`src/rtl/adder_tree_sched_if.sv`:
```
// Handshake bundle for adder_tree_sched: two job requesters and one result port.
interface adder_tree_sched_if #(
   parameter int ADDER_WIDTH = 17,
   parameter int NUM_OPS = 8
);
   localparam int SUM_WIDTH = ADDER_WIDTH + $clog2(NUM_OPS);

   logic                           req0_valid;
   logic [ADDER_WIDTH*NUM_OPS-1:0] req0_data;
   logic                           req0_ready;
   logic                           req1_valid;
   logic [ADDER_WIDTH*NUM_OPS-1:0] req1_data;
   logic                           req1_ready;
   logic                           res_valid;
   logic                           res_ready;
   logic [SUM_WIDTH-1:0]           res_sum;
   logic                           res_id;
   logic                           busy;

   modport master (
      output req0_valid, req0_data, req1_valid, req1_data, res_ready,
      input  req0_ready, req1_ready, res_valid, res_sum, res_id, busy
   );

   modport slave (
      input  req0_valid, req0_data, req1_valid, req1_data, res_ready,
      output req0_ready, req1_ready, res_valid, res_sum, res_id, busy
   );
endinterface

```
`src/rtl/adder_tree_sched.sv`:
```
// Two-requester round-robin job scheduler sharing one accumulating adder.
// ADDER_TREE_SCHED_PAIR_EN: add two operands per ACC cycle instead of one.
module adder_tree_sched #(
   parameter int ADDER_WIDTH = 17,
   parameter int NUM_OPS = 8
) (
   input logic clk,
   input logic rst_n,
   adder_tree_sched_if.slave bus
);
   localparam int SUM_WIDTH = ADDER_WIDTH + $clog2(NUM_OPS);
   localparam int IW = $clog2(NUM_OPS);
`ifdef ADDER_TREE_SCHED_PAIR_EN
   localparam int STEPS = NUM_OPS / 2;
`else
   localparam int STEPS = NUM_OPS;
`endif
   localparam logic [IW-1:0] LAST = IW'(STEPS - 1);

   typedef enum logic [1:0] {
      IDLE,
      ACC,
      OUT
   } state_t;

   state_t                         state_q;
   state_t                         state_d;
   logic                           ptr_q;
   logic                           id_q;
   logic [IW-1:0]                  cnt_q;
   logic [SUM_WIDTH-1:0]           acc_q;
   logic [ADDER_WIDTH-1:0]         ops_q [NUM_OPS];
   logic                           grant0;
   logic                           grant1;
   logic                           accept;
   logic [ADDER_WIDTH*NUM_OPS-1:0] sel_data;
   logic [SUM_WIDTH-1:0]           addend;

   // Readies are gated by rst_n so nothing is granted while reset is held.
   always_comb begin
      grant0 = 1'b0;
      grant1 = 1'b0;
      if (rst_n && state_q == IDLE) begin
         if (bus.req0_valid && bus.req1_valid) begin
            grant0 = !ptr_q;
            grant1 = ptr_q;
         end else begin
            grant0 = bus.req0_valid;
            grant1 = bus.req1_valid;
         end
      end
   end

   assign accept   = grant0 | grant1;
   assign sel_data = grant1 ? bus.req1_data : bus.req0_data;

   always_comb begin
      state_d = state_q;
      unique case (state_q)
         IDLE: if (accept) state_d = ACC;
         ACC:  if (cnt_q == LAST) state_d = OUT;
         OUT:  if (bus.res_ready) state_d = IDLE;
         default: state_d = IDLE;
      endcase
   end

`ifdef ADDER_TREE_SCHED_PAIR_EN
   logic [IW-1:0]        idx_lo;
   logic [IW-1:0]        idx_hi;
   logic [ADDER_WIDTH:0] pair_sum;

   always_comb begin
      idx_lo   = cnt_q << 1;
      idx_hi   = idx_lo | IW'(1);
      pair_sum = {1'b0, ops_q[idx_lo]} + {1'b0, ops_q[idx_hi]};
      addend   = SUM_WIDTH'(pair_sum);
   end
`else
   always_comb begin
      addend = SUM_WIDTH'(ops_q[cnt_q]);
   end
`endif

   always_ff @(posedge clk) begin
      if (!rst_n) begin
         state_q <= IDLE;
         ptr_q   <= 1'b0;
         id_q    <= 1'b0;
         cnt_q   <= '0;
         acc_q   <= '0;
      end else begin
         state_q <= state_d;
         if (accept) begin
            ptr_q <= !grant1;
            id_q  <= grant1;
            cnt_q <= '0;
            acc_q <= '0;
         end else if (state_q == ACC) begin
            acc_q <= acc_q + addend;
            cnt_q <= cnt_q + IW'(1);
         end
      end
   end

   // Operand store needs no reset: it is only read after a capture.
   always_ff @(posedge clk) begin
      if (accept) begin
         for (int k = 0; k < NUM_OPS; k++) begin
            ops_q[k] <= sel_data[k*ADDER_WIDTH +: ADDER_WIDTH];
         end
      end
   end

   assign bus.req0_ready = grant0;
   assign bus.req1_ready = grant1;
   assign bus.res_valid  = (state_q == OUT);
   assign bus.res_sum    = acc_q;
   assign bus.res_id     = id_q;
   assign bus.busy       = (state_q != IDLE);
endmodule

```
`src/flat_wrapper.sv`:
```
// flat-port wrapper written by rule: the top's interface ports become plain ports
module adder_tree_sched_flat 
#(
   parameter int ADDER_WIDTH = 17,
   parameter int NUM_OPS = 8
)
  (clk, rst_n, bus_req0_valid, bus_req0_data, bus_req1_valid, bus_req1_data, bus_res_ready, bus_req0_ready, bus_req1_ready, bus_res_valid, bus_res_sum, bus_res_id, bus_busy);
  adder_tree_sched_if #(.ADDER_WIDTH(ADDER_WIDTH), .NUM_OPS(NUM_OPS)) bus_i ();
  input logic clk;
  input logic rst_n;
  input wire logic [$bits(bus_i.req0_valid)-1:0] bus_req0_valid;
  input wire logic [$bits(bus_i.req0_data)-1:0] bus_req0_data;
  input wire logic [$bits(bus_i.req1_valid)-1:0] bus_req1_valid;
  input wire logic [$bits(bus_i.req1_data)-1:0] bus_req1_data;
  input wire logic [$bits(bus_i.res_ready)-1:0] bus_res_ready;
  output wire logic [$bits(bus_i.req0_ready)-1:0] bus_req0_ready;
  output wire logic [$bits(bus_i.req1_ready)-1:0] bus_req1_ready;
  output wire logic [$bits(bus_i.res_valid)-1:0] bus_res_valid;
  output wire logic [$bits(bus_i.res_sum)-1:0] bus_res_sum;
  output wire logic [$bits(bus_i.res_id)-1:0] bus_res_id;
  output wire logic [$bits(bus_i.busy)-1:0] bus_busy;
  assign bus_i.req0_valid = bus_req0_valid;
  assign bus_i.req0_data = bus_req0_data;
  assign bus_i.req1_valid = bus_req1_valid;
  assign bus_i.req1_data = bus_req1_data;
  assign bus_i.res_ready = bus_res_ready;
  assign bus_req0_ready = bus_i.req0_ready;
  assign bus_req1_ready = bus_i.req1_ready;
  assign bus_res_valid = bus_i.res_valid;
  assign bus_res_sum = bus_i.res_sum;
  assign bus_res_id = bus_i.res_id;
  assign bus_busy = bus_i.busy;
  adder_tree_sched #(.ADDER_WIDTH(ADDER_WIDTH), .NUM_OPS(NUM_OPS)) u_core (.clk(clk), .rst_n(rst_n), .bus(bus_i));
endmodule
```
`config.mk`:
```
export PLATFORM = sky130hd
export DESIGN_NAME = adder_tree_sched_flat
export DESIGN_NICKNAME = d
export VERILOG_FILES = /design/src/rtl/adder_tree_sched_if.sv /design/src/rtl/adder_tree_sched.sv /design/src/flat_wrapper.sv
export SDC_FILE = /design/constraint.sdc
export NUM_CORES = 1
export LEC_CHECK = 0
export ABC_AREA = 1
export CORE_MARGIN = 3
export CORE_UTILIZATION = 35
export DETAILED_ROUTE_END_ITERATION = 16
export PLACE_DENSITY = 0.75
export SLEW_MARGIN = 20
export SYNTH_ARGS = -nofsm -noshare
export SYNTH_HDL_FRONTEND = slang
export SYNTH_SLANG_ARGS = --single-unit
export TNS_END_PERCENT = 50
```
`constraint.sdc`:
```
create_clock -name clk -period 12.6 [get_ports clk]
set_input_delay 3.78 -clock clk [delete_from_list [all_inputs] [get_ports clk]]
set_output_delay 3.78 -clock clk [all_outputs]
set_load 0.02 [all_outputs]
```
==> metrics.yaml <==
logic_synthesis:
  synth.top_cells.by_count: "nand2_1 (527), nor2_1 (171), edfxtp_1 (136)"
  yosys-top-cells-area: "edfxtp_1 (45%), nand2_1 (22%), nor2_1 (7.0%), dfxtp_1 (6.6%), o21ai_0 (4.4%)"
  synth_cells: 1195
  synth.most_common_cell: "nand2_1"
  syn_area_mm2: 0.009124
  synth_flop_cell: "edfxtp_1"
  synth_seq_cells: 166
  postSynthAreaPerCell_um2: 7.635
  yosysTopAreaCell: "edfxtp_1"
  synth_top_area_share_pct: 44.76
  ys_seq_area_share_pct: 51.34
  yosys_warnings: 0
  synth_nets: 1492
  synth-edff-count: 136
  synthArstFlopShare_pct: 0
  synth_cell_type_count: 31
power_and_ir_drop:
  p_per_area_mw_per_mm2: 120.3
  p_leak_nw: 5.615
  power.total_mw: 1.561
  seq_power_share_pct: 42.7
  switching_share_pct: 30.05
  clkPwrFrac_pct: 35.2
  max-vdd-ir-drop_mv: 0.08596
  p_switching_mw: 0.4690
  combPwrFrac_pct: 22.1
  internal-power_mw: 1.092
clocking:
  clkTransAtPathRegs_ns: 0.07
  cts_tree: "done"
  cts_hold_buffers: 0
  cts_max_path_buffers: 2
  numCtsBuffers: 17
  cts-resized-gates: 0
  cts-root-buf: "clkbuf_16"
  clock_sinks: 166
  post_cts_buffers: 0
  cts_max_level: 4
  clk_latency_ns: 0.44
global_route:
  grt_overflow: 0
  antenna_found_initial: 0
  grt_pass1_wl_um: 44840
  grt_pass1_vias: 8370
  track_usage_pct: 20.50
  grt_max_degree: 93
floorplan:
  start_util_pct: 35.92
  dieWidth_um: 167.5
  core_area_mm2: 0.02540
  die_area_mm2: 0.02804
  fp.dieH_um: 167.5
  core.rowCount: 58
  io_pins: 302
worst_setup_path:
  critPathMaxFanout: 50
  cp-start-kind: "input pin"
  end_kind: "output pin"
  max_stage_delay_ns: 0.70
  required_ns: 8.82
  critPathSlowestCell: "clkdlybuf4s50_1"
  worstPathArrival_ns: 6.21
  cp_common_cell: "clkdlybuf4s50_1"
  crit_chain: "clkdlybuf4s50_1, a21boi_0, nand2_4, inv_4, clkdlybuf4s50_1"
  path_class: "in2out"
timing:
  setup_viol: 0
  setup_tns_ns: 0
  max_freq_mhz: 100.1
  hold_viol: 0
  fin_worst_skew_ns: 0.01641
  rsz0062_at_grt: "false"
  max_slew_margin_pct: 34.25
  tightestPinTransition_ns: 0.9862
  maxSlewViolCount: 0
  fin_crit_sh_pct: 79.27
  fin_crit_ns: 9.989
cells_and_area:
  fill_cells: 2464
  nNetsFinal: 1760
  ff_latch_area_mm2: 0.004686
  drive_above_1_share_pct: 3.455
  syn_to_final_growth_pct: 42.18
  diodes: 0
  multi_input_area_mm2: 0.003931
placed_design:
  gp_congestion: 0.8724
  io_buffers: 301
  post-dp-hpwl_um: 22560
detailed_routing:
  num_vias: 8668
  drt.antenna.violating_nets: 0
  drt-pass1-iter-count: 5
  via_per_inst: 4.800
  wl_um: 29420
  drc: 0
  drtIter0Drc: 742
  wire_per_inst_um: 16.29
outcome:
  status: "complete, no violations"
job:
  drv_cap: 0
worst_hold_path:
  worstHoldPathType: "reg2reg"
## layer usage
layer	up-vias	global-route usage [%]	part of all wire [%]
met4	0	5.265	1.9
met2	321	36.19	51
li1	4395	-	-
met5	-	0	0
met1	3918	26.55	42
met3	34	2.904	5.3
## per-stage QoR
stage / utilization (%) / hold WS (ns) / setup slack (ns) / instance area [µm²] / cells
2_1_floorplan: - / 0.4538 / 4.301 / 9124 / 1195
3_3_place_gp: 48.59 / 0.4726 / 2.583 / 12340 / 1774
3_5_place_dp: 48.59 / 0.4874 / 2.573 / 12340 / 1774
4_1_cts: 51.07 / 0.4942 / 2.569 / 12970 / 1806
5_1_grt: 51.07 / 0.5139 / 2.381 / 12970 / 1806
6_report: 51.07 / 0.4895 / 2.611 / 12970 / 1806
## cells in the final DEF, fill, tap and decap left out, drive strengths merged
master / synthesis / routed
nand3: 30 / 30
xor2: 4 / 4
o22ai: 17 / 17
buf: 39 / 8
nand2: 527 / 527
edfxtp: 136 / 136
clkdlybuf4s50: 0 / 301
nor2: 172 / 172
clkbuf: 21 / 17
a21oi: 25 / 25
clkinv: 1 / 8
ha: 19 / 19
and2: 2 / 2
inv: 62 / 69
xnor2: 3 / 3
o21ai: 80 / 80
fa: 1 / 1
bufinv: 0 / 1
o21bai: 1 / 1
a21boi: 1 / 1
or2: 1 / 1
o211ai: 1 / 1
a31oi: 17 / 17
nor3: 3 / 3
dfxtp: 30 / 30
a211oi: 2 / 2
## cell type report
type / count / share of cell area (%)
clock inverters: 15 / 1.582
clock buffers: 17 / 3.279
repair buffers: 309 / 23.69
inverters: 63 / 1.842
flip-flops and latches: 166 / 36.12
multi-input cells: 906 / 30.30
well taps: 330 / 3.183
## worst paths after layout
check	from	endpoint	slack, ns	cells after the start
hold reg to reg	u_core.cnt_q[1]$_SDFFE_PP0P_	flop	0.49	2
setup reg to reg	flop	u_core.bus.res_sum[12]$_SDFFE_PP0P_	8.49	19
hold / removal	u_core.cnt_q[1]$_SDFFE_PP0P_	flop	0.49	2
setup / recovery	bus_req1_valid	bus_req1_ready	2.61	5
## critical path: cells and delay by family
| kind | cells | cell delay, ns |
|---|---|---|
| buffers and inverters | 3 | 1.70 |
| AO/OA/AOI/OAI | 1 | 0.33 |
| AND/OR/NAND/NOR | 1 | 0.39 |
## power by group through the flow
stage          clock (mW)  combinational, mW  sequential, mW
2_1_floorplan           0              0.177           0.683
3_3_place_gp            0              0.340           0.677
3_5_place_dp            0              0.345           0.678
4_1_cts             0.556              0.347           0.666
5_1_grt             0.580              0.383           0.671
6_report            0.550              0.345           0.667
## registers in the layout, summed over array words and instances, names as in the netlist, named ones only
signal,cells
u_core.bus.res_id,1
u_core.ops_q,136
u_core.bus.res_sum,20
u_core.cnt_q,3
u_core.ptr_q,1
u_core.state_q,2
## kinds of logic (layout without fill, tap and decap cells)
| logic type | Yosys count | after routing | synth area share, % |
|---|---|---|---|
| compound gates | 144 | 144 | 8.544 |
| xor+xnor | 7 | 7 | 0.6720 |
| fa+ha+maj | 20 | 20 | 2.825 |
| buf+inv | 123 | 404 | 5.760 |
| flops | 166 | 166 | 51.34 |
| simple gates | 735 | 735 | 30.86 |
Power figures use the tool's default switching activity.
